===== src/rtl/uart_pkg.sv =====
// Shared types and constants for the MMIO UART transmitter.
package uart_pkg;
  localparam int DEFAULT_CLKS_PER_BIT = 868;
  localparam int UART_DATA_BITS       = 8;

  typedef enum logic [1:0] {IDLE, START, DATA, STOP} tx_state_t;
endpackage


===== src/rtl/sync_fifo.sv =====
// Single-clock FIFO with registered storage; a push into a full FIFO is
// taken when a pop happens on the same edge.
module sync_fifo #(
  parameter  int WIDTH = 8,
  parameter  int DEPTH = 16,
  localparam int AW    = $clog2(DEPTH)
) (
  input  logic             clk,
  input  logic             Rst,
  input  logic             push,
  input  logic             pop,
  input  logic [WIDTH-1:0] din,
  output logic [WIDTH-1:0] dout,
  output logic             full,
  output logic             empty,
  output logic [AW:0]      count
);
  localparam logic [AW:0] DEPTH_C = (AW+1)'(DEPTH);

  logic [WIDTH-1:0] mem [DEPTH];
  logic [AW-1:0]    wr_ptr, rd_ptr;
  logic             do_push, do_pop;

  assign empty   = (count == '0);
  assign full    = (count == DEPTH_C);
  assign do_pop  = pop && !empty;
  assign do_push = push && (!full || do_pop);
  assign dout    = mem[rd_ptr];

  always_ff @(posedge clk) begin
    if (do_push) mem[wr_ptr] <= din;
  end

  // DEPTH is a power of two, so pointers wrap naturally.
  always_ff @(posedge clk) begin
    if (Rst) begin
      wr_ptr <= '0;
      rd_ptr <= '0;
      count  <= '0;
    end else begin
      if (do_push) wr_ptr <= wr_ptr + 1'b1;
      if (do_pop)  rd_ptr <= rd_ptr + 1'b1;
      case ({do_push, do_pop})
        2'b10:   count <= count + 1'b1;
        2'b01:   count <= count - 1'b1;
        default: count <= count;
      endcase
    end
  end
endmodule


===== src/rtl/uart_tx_mmio.sv =====
// MMIO store strobes queued in a FIFO and serialised as 8N1, LSB first.
// Frames drain back-to-back with no idle gap while the FIFO holds data.
module uart_tx_mmio
  import uart_pkg::*;
#(
  parameter  int CLKS_PER_BIT = DEFAULT_CLKS_PER_BIT,
  parameter  int FIFO_DEPTH   = 16,
  localparam int CW           = $clog2(FIFO_DEPTH)
) (
  input  logic          clk,
  input  logic          Rst,
  input  logic          mmio_wea,
  input  logic [31:0]   mmio_dat,
  input  logic          clr_ovf,
  output logic          tx,
  output logic          mmio_read,
  output logic          tx_busy,
  output logic [CW:0]   fifo_count,
  output logic          overflow
);
  localparam int              BW        = $clog2(CLKS_PER_BIT);
  localparam logic [BW-1:0]   BAUD_LAST = BW'(CLKS_PER_BIT - 1);
  localparam logic [2:0]      LAST_BIT  = 3'(UART_DATA_BITS - 1);

  tx_state_t                   state;
  logic [BW-1:0]               baud;
  logic [2:0]                  bit_idx;
  logic [UART_DATA_BITS-1:0]   shift;
  logic [UART_DATA_BITS-1:0]   fifo_dout;
  logic                        fifo_full, fifo_empty;
  logic                        baud_done, pop, wr_acc;
  logic                        unused_hi;

  assign unused_hi = ^mmio_dat[31:UART_DATA_BITS];

  assign baud_done = (baud == BAUD_LAST);
  // Pop at IDLE or at the last stop-bit cycle so the next start bit follows directly.
  assign pop    = !fifo_empty && ((state == IDLE) || ((state == STOP) && baud_done));
  assign wr_acc = mmio_wea && (!fifo_full || pop);

  sync_fifo #(.WIDTH(UART_DATA_BITS), .DEPTH(FIFO_DEPTH)) u_fifo (
    .clk   (clk),
    .Rst   (Rst),
    .push  (wr_acc),
    .pop   (pop),
    .din   (mmio_dat[UART_DATA_BITS-1:0]),
    .dout  (fifo_dout),
    .full  (fifo_full),
    .empty (fifo_empty),
    .count (fifo_count)
  );

  always_ff @(posedge clk) begin
    if (Rst) begin
      state   <= IDLE;
      baud    <= '0;
      bit_idx <= '0;
      shift   <= '0;
      tx      <= 1'b1;
      tx_busy <= 1'b0;
    end else begin
      case (state)
        IDLE: begin
          if (pop) begin
            state   <= START;
            shift   <= fifo_dout;
            baud    <= '0;
            tx      <= 1'b0;
            tx_busy <= 1'b1;
          end
        end
        START: begin
          if (baud_done) begin
            state   <= DATA;
            baud    <= '0;
            bit_idx <= '0;
            tx      <= shift[0];
          end else begin
            baud <= baud + 1'b1;
          end
        end
        DATA: begin
          if (baud_done) begin
            baud <= '0;
            if (bit_idx == LAST_BIT) begin
              state <= STOP;
              tx    <= 1'b1;
            end else begin
              bit_idx <= bit_idx + 1'b1;
              shift   <= shift >> 1;
              tx      <= shift[1];
            end
          end else begin
            baud <= baud + 1'b1;
          end
        end
        STOP: begin
          if (baud_done) begin
            baud <= '0;
            if (pop) begin
              state <= START;
              shift <= fifo_dout;
              tx    <= 1'b0;
            end else begin
              state   <= IDLE;
              tx_busy <= 1'b0;
            end
          end else begin
            baud <= baud + 1'b1;
          end
        end
        default: state <= IDLE;
      endcase
    end
  end

  // A dropped write sets overflow even when clr_ovf arrives the same cycle.
  always_ff @(posedge clk) begin
    if (Rst) begin
      mmio_read <= 1'b0;
      overflow  <= 1'b0;
    end else begin
      mmio_read <= wr_acc;
      if (mmio_wea && !wr_acc) overflow <= 1'b1;
      else if (clr_ovf)        overflow <= 1'b0;
    end
  end
endmodule


===== config.mk =====
export PLATFORM = sky130hd
export DESIGN_NAME = uart_tx_mmio
export DESIGN_NICKNAME = d
export VERILOG_FILES = /design/src/rtl/uart_pkg.sv /design/src/rtl/sync_fifo.sv /design/src/rtl/uart_tx_mmio.sv
export SDC_FILE = /design/constraint.sdc
export NUM_CORES = 1
export LEC_CHECK = 0
export CAP_MARGIN = 20
export CORE_ASPECT_RATIO = 1.75
export CORE_UTILIZATION = 28
export CTS_BUF_LIST = sky130_fd_sc_hd__clkbuf_8
export DETAILED_ROUTE_END_ITERATION = 12
export SYNTH_ARGS = -nofsm -noshare
export SYNTH_HDL_FRONTEND = slang
export SYNTH_SLANG_ARGS = --single-unit

===== constraint.sdc =====
create_clock -name clk -period 8.65 [get_ports clk]
set_input_delay 1.73 -clock clk [delete_from_list [all_inputs] [get_ports clk]]
set_output_delay 1.73 -clock clk [all_outputs]
set_load 0.02 [all_outputs]

==> impl_metrics.py, run 1 <==
metrics = {
    "finish": {
        "area_delta_synth_final_pct": 12.5,
        "fin_cells": 860,
        "fill_cells": 2521,
        "fin_util_pct": 32.0,
        "stdcell_area_um2": 8310,
        "drive_above_1_share_pct": 12.2,
        "finalNetCount": 580,
        "layout_commonest_cell": "edfxtp_1",
        "layout_common_cells": "128 x edfxtp_1, 51 x nor2_1, 44 x dfxtp_1",
    },
    "drt": {
        "drc": 4,
        "dr_wl_met2_mm": 8.83,
        "wire_per_inst_um": 17.8,
        "drt-total-wl_mm": 15.3,
        "wl_met1_mm": 5.61,
        "highest_layer": "met4",
        "vias_per_cell": 4.96,
        "drtPass1Iterations": 11,
        "wl_met3_um": 449,
        "drt-initial-drc-count": 354,
        "ant_nets": 0,
        "num_vias": 4263,
    },
    "sta": {
        "hold_violations": 0,
        "worst_pin_slew_ns": 1.07,
        "maxSlewViolCount": 0,
        "hold_ws_ns": 0.471,
        "layout_setup_ws_ns": 4.28,
        "fin_skew_ns": 0.0168,
        "period_needed_ns": 4.37,
        "fmax_ghz": 0.229,
        "relSlewSlack_pct": 28.6,
        "finalCritPeriodShare_pct": 50.5,
        "finalSetupViolations": 0,
        "tns_ns": 0,
        "rsz0062_at_grt": "no",
    },
    "worst_setup_path": {
        "crit_arrival_ns": 4.76,
        "crit_path_frequent_cell": "ha_1",
        "slowest_delay_ns": 0.90,
        "worstPathCellList": "ha_1 > nor4bb_1 > a41oi_2 > a21boi_2 > inv_1 > ha_1 > ha_1 > nor2b_1 > o21ai_0 > a21oi_1 > or4_1 > a21oi_1",
        "critPathKind": "flop to flop",
        "worst_setup_path_end_kind": "flop",
        "required_ns": 9.04,
        "path_max_fanout": 8,
        "critPathLaunchType": "flop",
        "critPathSlowestCell": "nor4bb_1",
    },
    "cts": {
        "cts_inserted_buffers": 17,
        "htree_levels": 4,
        "hold_buffers": 0,
        "clock_path_buffers": 2,
        "postCtsResizedCells": 0,
        "clk_pin_slew_ns": 0.09,
        "root_buffer": "clkbuf_8",
        "cts_tree": "yes",
        "postCtsSetupBuffers": 0,
        "cts.sinks": 172,
        "clk_latency_ns": 0.46,
    },
    "status": {
        "run_status": "complete, but fails checks",
        "violations": "design-rule violations",
    },
    "global_routing": {
        "grt_pass1_vias": 4428,
        "grt.overflow.total": 0,
        "grt_max_degree": 39,
        "antenna_found_initial": 1,
        "gr-usage-all-layers_pct": 11.8,
        "grt_pass1_wl_mm": 23.8,
    },
    "synth": {
        "synth_area_um2": 7390,
        "ys.flop_type": "edfxtp_1",
        "syn_nets": 559,
        "ys_types": 63,
        "synth_seq_cells": 172,
        "ys_seq_area_share_pct": 64.0,
        "yosys_warnings": 0,
        "synth_area_per_cell_um2": 14.6,
        "synth-edff-count": 128,
        "netlist_instances": 505,
        "async_flop_share_pct": 0,
    },
    "place": {
        "hpwlAfterDp_mm": 10.6,
        "dp.cells": 827,
        "place_area_um2": 7890,
        "pre_cts_ws_ns": 4.10,
        "gp_congestion": 0.778,
        "portBuffers": 20,
    },
    "die": {
        "coreArea_um2": 26000,
        "core.rowCount": 78,
        "io_pins": 45,
        "start_util_pct": 28.5,
        "die_h_um": 217,
        "die_x_um": 125,
        "dieArea_um2": 27100,
    },
    "power_and_ir_drop": {
        "ir_worst_vdd_mv": 0.121,
        "pwr_density_cell_nw_per_um2": 265,
        "p_leak_nw": 2.66,
        "finalPower_mw": 2.20,
    },
    "hold_path": {
        "hold_class": "flop to flop",
    },
    "flow_run": {
        "maxCapViolCount": 0,
    },
}
## path summary, 6_finish.rpt
| check | cells after the start | slack (ns) | startpoint | to |
|---|---|---|---|---|
| setup reg to reg | 12 | 4.28 | baud[0]$_SDFFE_PP0N_ | u_fifo.count[4]$_SDFFE_PP0P_ |
| hold reg to reg | 2 | 0.47 | shift[0]$_SDFFE_PP0P_ | shift[0]$_SDFFE_PP0P_ |
| setup / recovery | 12 | 4.28 | baud[0]$_SDFFE_PP0N_ | u_fifo.count[4]$_SDFFE_PP0P_ |
| hold / removal | 2 | 0.47 | shift[0]$_SDFFE_PP0P_ | shift[0]$_SDFFE_PP0P_ |
## layer usage
layer  vias up  track usage [%]
met1      2142             11.4
met4         0             6.34
met5         -                0
met2        95             23.1
met3        26             2.34
li1       2000                -
## Yosys cell counts, types with 4 or more instances
cell type  count  area share (%)
mux2_2         5            0.76
dfxtp_1       44              12
clkbuf_1      12            0.61
mux4_1        14             5.0
nand2_1       18            0.91
a221oi_1       8            0.95
nor2b_1        6            0.51
a211oi_1       5            0.51
a22o_1         5            0.59
ha_1          17             2.9
nor2_1        51             2.6
nand4_1        4            0.34
o31ai_1        4            0.41
a22oi_1        5            0.51
nand2b_1      11            0.93
xnor2_1        7            0.83
inv_1         19            0.97
nor3_1         9            0.61
nand3_1        5            0.34
o21ai_0       10            0.68
buf_2          5            0.34
mux4_2        11             3.4
a21oi_1       24             1.6
mux2i_1       17             2.3
edfxtp_1     128              52
buf_4          7            0.71
## flip-flops by register name (all words and copies together), names as in the netlist, 2 cells and up, named ones only
name	count
baud	10
bit_idx	3
shift	8
state	2
u_fifo.count	5
u_fifo.mem	128
u_fifo.rd_ptr	4
u_fifo.wr_ptr	4
## critical path, delay by kind of cell (launching register included)
| kind | cells | cell delay, ns |
|---|---|---|
| AOI/OAI and AO/OA | 5 | 1.34 |
| adders and majority gates | 3 | 0.84 |
| buffers and inverters | 1 | 0.20 |
| DFF | 1 | 0.39 |
| and+or+nand+nor | 3 | 1.53 |
## cells by family after synthesis
family | Yosys count | share of synthesized area [%]
flip-flops | 172 | 64.0
AND/OR/NAND/NOR | 125 | 8.44
AO/OA/AOI/OAI | 88 | 8.64
multiplexers | 49 | 11.8
buffers and inverters | 45 | 3.05
adder cells (fa/ha/maj) | 18 | 3.15
XOR/XNOR | 8 | 0.949
## final cells by class
type / instances / area [um^2] / share of cell area (%)
tap: 320 / 400 / 4.82
clock inverter: 15 / 183 / 2.20
inverter: 19 / 71.3 / 0.858
antenna: 1 / 2.50 / 0.0301
multi-input combinational: 288 / 2440 / 29.3
timing repair buffer: 28 / 260 / 3.13
clock buffer: 17 / 234 / 2.81
sequential: 172 / 4720 / 56.8
## report_power, final
part / internal (mW) / switching [mW] / total [mW] / leakage, nW
Combinational: 0.269 / 0.357 / 0.626 / 0.935
Clock: 0.290 / 0.301 / 0.591 / 0.211
Sequential: 0.942 / 0.0425 / 0.984 / 1.51
Note: power is estimated with default switching activity, not from simulation.
==> inputs of run 2 (changes only) <==
==> constraint.sdc (replaced) <==
create_clock -name clk -period 3.9 [get_ports clk]
set_input_delay 0.78 -clock clk [delete_from_list [all_inputs] [get_ports clk]]
set_output_delay 0.78 -clock clk [all_outputs]
set_load 0.02 [all_outputs]
==> run 2 against run 1 <==
Net effect:
- the flow still finishes with violations (design-rule violations)
- clock skew fell by 0.0069 ns
- flip-flop and latch count did not move
- clock-buffer cell count rose by 1
- via count rose by 1.1%
- combinational power rose by 120%
==> impl_metrics.py, run 2 (synthesis gave the netlist of run 1 again) <==
metrics = {
    "status": {
        "run_status": "complete, but fails checks",
        "violations": "design-rule violations",
    },
    "sta": {
        "finalCritPeriodShare_pct": 90.9,
        "period_needed_ns": 3.54,
        "worst_pin_slew_ns": 0.957,
        "fmax_ghz": 0.282,
        "fin_skew_ns": 0.00999,
        "rsz0062_at_grt": "no",
        "maxSlewViolCount": 0,
        "finalSetupViolations": 0,
        "relSlewSlack_pct": 36.1,
        "hold_violations": 0,
        "tns_ns": 0,
    },
    "drt": {
        "drc": 4,
        "wire_per_inst_um": 17.9,
        "vias_per_cell": 4.91,
        "drtPass1Iterations": 8,
        "ant_nets": 0,
        "num_vias": 4308,
        "drt-initial-drc-count": 336,
        "drt-total-wl_mm": 15.7,
    },
    "place": {
        "dp.cells": 845,
        "portBuffers": 20,
        "hpwlAfterDp_mm": 11.0,
        "gp_congestion": 0.784,
    },
    "cts": {
        "cts.sinks": 172,
        "clk_pin_slew_ns": 0.09,
        "htree_levels": 4,
        "clk_latency_ns": 0.47,
        "cts_inserted_buffers": 17,
        "clock_path_buffers": 2,
        "postCtsSetupBuffers": 0,
        "cts_tree": "yes",
        "root_buffer": "clkbuf_8",
    },
    "finish": {
        "top_register": "u_fifo.mem",
        "fill_cells": 2544,
        "drive_above_1_share_pct": 15.4,
        "multi_input_area_um2": 2440,
        "reg.largest.list": "u_fifo.mem x128, baud x10, shift x8",
        "largest_register_ffs": 128,
        "finalNetCount": 598,
        "area_delta_synth_final_pct": 14.8,
        "fin_cells": 878,
        "layout_commonest_cell": "edfxtp_1",
        "layout_common_cells": "128 x edfxtp_1, 50 x nor2_1, 44 x dfxtp_1",
        "regArea_um2": 4720,
    },
    "global_routing": {
        "grt.overflow.total": 0,
        "grt_max_degree": 35,
        "grt_pass1_wl_mm": 24.7,
        "grt_pass1_vias": 4497,
        "antenna_found_initial": 1,
        "gr-usage-all-layers_pct": 12.3,
    },
    "worst_setup_path": {
        "worst_setup_path_end_kind": "flop",
        "path_max_fanout": 8,
        "crit_arrival_ns": 3.94,
        "required_ns": 4.30,
        "critPathKind": "flop to flop",
        "critPathLaunchType": "flop",
    },
    "power_and_ir_drop": {
        "ir_worst_vdd_mv": 0.253,
        "pwr_density_cell_nw_per_um2": 587,
        "p_leak_nw": 2.77,
    },
    "die": {
        "die_x_um": 125,
        "die_h_um": 217,
        "core.rowCount": 78,
        "coreArea_um2": 26000,
        "io_pins": 45,
        "dieArea_um2": 27100,
        "start_util_pct": 28.5,
    },
    "flow_run": {
        "maxCapViolCount": 0,
    },
    "hold_path": {
        "hold_class": "flop to flop",
    },
}
run 2: what timing repair did:
item / 4_1_cts / 5_1_grt
resized for setup: 0 / 2
endpoints found under the setup margin: 0 / 1
hold buffers: 0 / 0
run 2: final timing paths:
kind | start | to | slack, ns | depth (start not counted)
setup / recovery | baud[0]$_SDFFE_PP0N_ | u_fifo.count[4]$_SDFFE_PP0P_ | 0.36 | 12
hold / removal | shift[0]$_SDFFE_PP0P_ | shift[0]$_SDFFE_PP0P_ | 0.47 | 2
setup reg to reg | baud[0]$_SDFFE_PP0N_ | u_fifo.count[4]$_SDFFE_PP0P_ | 0.36 | 12
hold reg to reg | shift[0]$_SDFFE_PP0P_ | shift[0]$_SDFFE_PP0P_ | 0.47 | 2
run 2: final cells by class:
type                       instances  share of cell area, %
sequential                       172                   55.7
multi-input combinational        288                   28.8
tap                              320                   4.72
timing repair buffer              46                   4.66
clock buffer                      18                   2.92
clock inverter                    14                   2.24
inverter                          19                  0.841
antenna                            1                 0.0295
run 2: critical path: stages, from the launching register on:
cell and delay (ns):
dfxtp_1 0.39, ha_1 0.22, nor4bb_2 0.38, a41oi_2 0.37, nor2_2 0.28, ha_1 0.27, inv_1 0.11, fa_1 0.41
nor2b_1 0.18, o21ai_0 0.13, and3_1 0.21, or4_1 0.39, a21oi_1 0.15
run 2: routing by layer:
metal | part of all wire [%] | wire length (um) | vias up | track usage [%]
met2 | 57 | 8960 | 77 | 23.5
met1 | 37 | 5740 | 2164 | 12.0
met3 | 2.9 | 456 | 30 | 2.41
met4 | 3.4 | 539 | 0 | 7.57
li1 | - | - | 2037 | -
met5 | 0 | 0 | - | 0
run 2: through the flow:
step	power, mW	hold WS, ns	setup slack, ns	utilization [%]	cell area [um^2]
6_report	4.98	0.474	0.356	32.7	8480
5_1_grt	5.23	0.496	0.0211	32.7	8480
4_1_cts	5.03	0.475	0.200	32.6	8470
3_5_place_dp	3.65	0.461	0.278	30.9	8030
3_3_place_gp	3.60	0.447	0.363	30.9	8030
2_1_floorplan	3.25	0.433	0.736	-	7390
run 2: power breakdown:
group	switching, mW	internal (mW)	leakage (nW)
sequential	0.121	2.09	1.51
clock	0.652	0.718	0.226
combinational	0.773	0.628	1.03
total	1.55	3.43	2.77
==> inputs of run 3 (changes only) <==
--- a/config.mk
+++ b/config.mk
@@ -5,6 +5,7 @@
 export SDC_FILE = /design/constraint.sdc
 export NUM_CORES = 1
 export LEC_CHECK = 0
+export ABC_AREA = 1
 export CAP_MARGIN = 20
 export CORE_ASPECT_RATIO = 1.75
 export CORE_UTILIZATION = 28
==> run 3 against run 2 <==
Net effect:
- the run now ends clean
- cell area up 2.5%
- worst setup slack better by 0.58 ns
- clock-buffer cell count grew 1
- critical path depth up 8
- via count increased by 25%
- fmax grew 20%
- core utilization is 0.76 points lower
- combinational power grew 15%
- hold slack lost 0.0046 ns
- sequential share of layout area fell by 1.3 points
- sequential power is 2% lower
==> impl_metrics.py, run 3 <==
metrics = {
    "power_and_ir_drop": {
        "pwr-share-comb_pct": 31.7,
        "p_leak_nw": 3.40,
        "p_int_mw": 3.29,
        "pwr_density_cell_nw_per_um2": 584,
        "pwr-share-clk_pct": 25.5,
        "ir_worst_vdd_mv": 0.401,
        "swShare_pct": 35.2,
        "p_seq_share_pct": 42.7,
        "switchingPower_mw": 1.79,
    },
    "worst_setup_path": {
        "critPathSlowestCell": "dfxtp_1",
        "ff2ff_path_depth": 20,
        "worst_setup_path_end_kind": "flop",
        "path_delay_family": "simple AND/OR/NAND/NOR gates",
        "crit_arrival_ns": 3.30,
        "critPathKind": "flop to flop",
        "regToRegSetupSlack_ns": 0.94,
        "reg2reg_from": "baud[0]$_SDFFE_PP0N_",
        "critPathBufInv": 2,
        "critPathLaunchType": "flop",
        "required_ns": 4.24,
        "path_max_fanout": 12,
        "slowest_delay_ns": 0.39,
        "worstPathCellList": "ha_1 > nand2_1 > nor2_1 > nand3_2 > nand2_2 > nand3_4 > nand2_1 > nand2_4 > ha_1 > inv_1 > fa_1 > inv_1 > nand2_1 > nand2_1 > a21oi_1 > nor2_1 > nor2_1 > nand2_1 > o21ai_0 > a21oi_1",
        "crit_path_frequent_cell": "nand2_1",
        "reg2reg_to": "u_fifo.count[4]$_SDFFE_PP0P_",
    },
    "synth": {
        "synth-simple-area-share_pct": 21.8,
        "netlist_instances": 824,
        "yosysTopAreaCellShare_pct": 49.7,
        "synth_seq_cells": 172,
        "synth_area_um2": 7730,
        "yosysTopAreaCell": "edfxtp_1",
        "ys_types": 39,
        "synth_fa_ha_area_share_pct": 3.01,
        "synth_compound_area_share_pct": 6.76,
        "synth_area_per_cell_um2": 9.39,
        "synth_xor_area_share_pct": 0.453,
        "synth_most_common_cell": "nand2_1",
        "ys_top_cells_by_area": "edfxtp_1 50%, dfxtp_1 11%, nand2_1 9.3%",
        "ys.flop_type": "edfxtp_1",
        "muxShareOfSynthArea_pct": 0,
        "async_flop_share_pct": 0,
        "synth_top_family_by_area": "simple AND/OR/NAND/NOR gates",
        "yosys_warnings": 0,
        "synthTopCellsByCount": "191 x nand2_1, 128 x edfxtp_1, 116 x nor2_1, 91 x inv_1, 72 x nand3_1",
        "syn_nets": 878,
        "ys_seq_area_share_pct": 61.1,
        "synth-edff-count": 128,
    },
    "flow_run": {
        "maxCapViolCount": 0,
    },
    "drt": {
        "drt-total-wl_mm": 17.4,
        "vias_per_cell": 4.42,
        "drt-initial-drc-count": 263,
        "num_vias": 5376,
        "drc": 0,
        "ant_nets": 0,
        "drtPass1Iterations": 5,
        "wire_per_inst_um": 14.3,
    },
    "die": {
        "io_pins": 45,
        "coreArea_um2": 27200,
        "die_x_um": 128,
        "dieArea_um2": 28300,
        "start_util_pct": 28.4,
        "die_h_um": 222,
        "core.rowCount": 80,
    },
    "cts": {
        "cts_inserted_buffers": 17,
        "cts.sinks": 172,
        "postCtsResizedCells": 0,
        "clk_pin_slew_ns": 0.09,
        "postCtsSetupBuffers": 0,
        "root_buffer": "clkbuf_8",
        "hold_buffers": 0,
        "clock_path_buffers": 2,
        "cts_tree": "yes",
        "htree_levels": 4,
        "clk_latency_ns": 0.44,
    },
    "sta": {
        "relSlewSlack_pct": 42.4,
        "fmax_ghz": 0.338,
        "tns_ns": 0,
        "hold_ws_ns": 0.469,
        "fin_skew_ns": 0.0209,
        "period_needed_ns": 2.96,
        "maxSlewViolCount": 0,
        "finalCritPeriodShare_pct": 75.9,
        "finalSetupViolations": 0,
        "rsz0062_at_grt": "no",
        "worst_pin_slew_ns": 0.862,
        "hold_violations": 0,
    },
    "global_routing": {
        "grt_max_degree": 76,
        "gr-usage-all-layers_pct": 12.7,
        "grt.overflow.total": 0,
        "grt_pass1_wl_mm": 27.4,
        "grt_pass1_vias": 5217,
        "antenna_found_initial": 0,
    },
    "hold_path": {
        "hold_end": "tx_busy$_SDFFE_PP0P_",
        "hold_class": "flop to flop",
        "worst_hold_path.num_cells": 2,
        "hold_start": "tx_busy$_SDFFE_PP0P_",
    },
    "finish": {
        "drive_above_1_share_pct": 6.72,
        "largest_register_ffs": 128,
        "layout_commonest_cell": "nand2_1",
        "reg.largest.list": "u_fifo.mem x128, baud x10, shift x8",
        "area_delta_synth_final_pct": 12.3,
        "top_register": "u_fifo.mem",
        "layout_common_cells": "191 x nand2_1, 128 x edfxtp_1, 116 x nor2_1",
        "finalNetCount": 889,
        "num_antenna_cells": 0,
    },
    "status": {
        "run_status": "complete, no violations",
    },
    "place": {
        "hpwlAfterDp_mm": 11.3,
        "gp_congestion": 0.766,
        "portBuffers": 20,
    },
}
-- run 3: metrics by stage --
step	worst slack [ns]	power (mW)	cell area [um^2]	util, %	instances
after floorplan	1.41	3.45	7730	-	824
after global routing	0.672	5.41	8680	31.9	1217
after global placement	0.999	3.82	8280	30.4	1185
after detailed placement	0.949	3.84	8280	30.4	1185
after CTS	0.929	5.13	8680	31.9	1217
final	0.938	5.07	8680	31.9	1217
-- run 3: cell families (layout without fill, tap and decap cells) --
group | after synthesis | count (layout)
adders and majority gates | 18 | 18
and+or+nand+nor | 403 | 403
buffers and inverters | 131 | 155
xor gates and xnor gates | 4 | 4
DFF | 172 | 172
AOI/OAI and AO/OA | 96 | 96
-- run 3: final cells by class --
cell class	count	area (um^2)
Timing Repair Buffer	26	245
Fill cell	2897	18500
Clock buffer	19	262
Tap cell	369	462
Sequential cell	172	4730
Multi-Input combinational cell	521	2480
Inverter	97	365
Clock inverter	13	148
-- run 3: worst min-delay path, cell delays in order, from the launching register on --
cell and delay [ns]:
dfxtp_1 0.32, nand2_1 0.06, a21oi_1 0.05
-- run 3: how the worst max path moves through the flow --
stage / start / slack (ns) / depth (start not counted) / endpoint
2_1_floorplan: baud[1]$_SDFFE_PP0N_ / 1.41 / 20 / u_fifo.count[4]$_SDFFE_PP0P_
3_3_place_gp: baud[1]$_SDFFE_PP0N_ / 1.0 / 20 / u_fifo.count[4]$_SDFFE_PP0P_
3_5_place_dp: baud[0]$_SDFFE_PP0N_ / 0.95 / 20 / u_fifo.count[4]$_SDFFE_PP0P_
4_1_cts: baud[0]$_SDFFE_PP0N_ / 0.93 / 20 / u_fifo.count[4]$_SDFFE_PP0P_
5_1_grt: baud[1]$_SDFFE_PP0N_ / 0.67 / 20 / u_fifo.count[4]$_SDFFE_PP0P_
6_report: baud[0]$_SDFFE_PP0N_ / 0.94 / 20 / u_fifo.count[4]$_SDFFE_PP0P_
-- run 3: metal layers --
layer,vias to the layer above,GRT usage [%],wire [um]
met2,96,23.9,9380
met4,0,6.38,578
li1,2723,-,-
met5,-,0,0
met1,2538,13.6,6950
met3,19,1.81,497
-- run 3: power groups by stage --
stage | registers, mW | clock network, mW | logic [mW]
floorplan | 2.23 | 0 | 1.23
global placement | 2.21 | 0 | 1.61
detailed placement | 2.21 | 0 | 1.63
CTS | 2.17 | 1.33 | 1.64
global route | 2.18 | 1.39 | 1.84
finish | 2.17 | 1.30 | 1.61
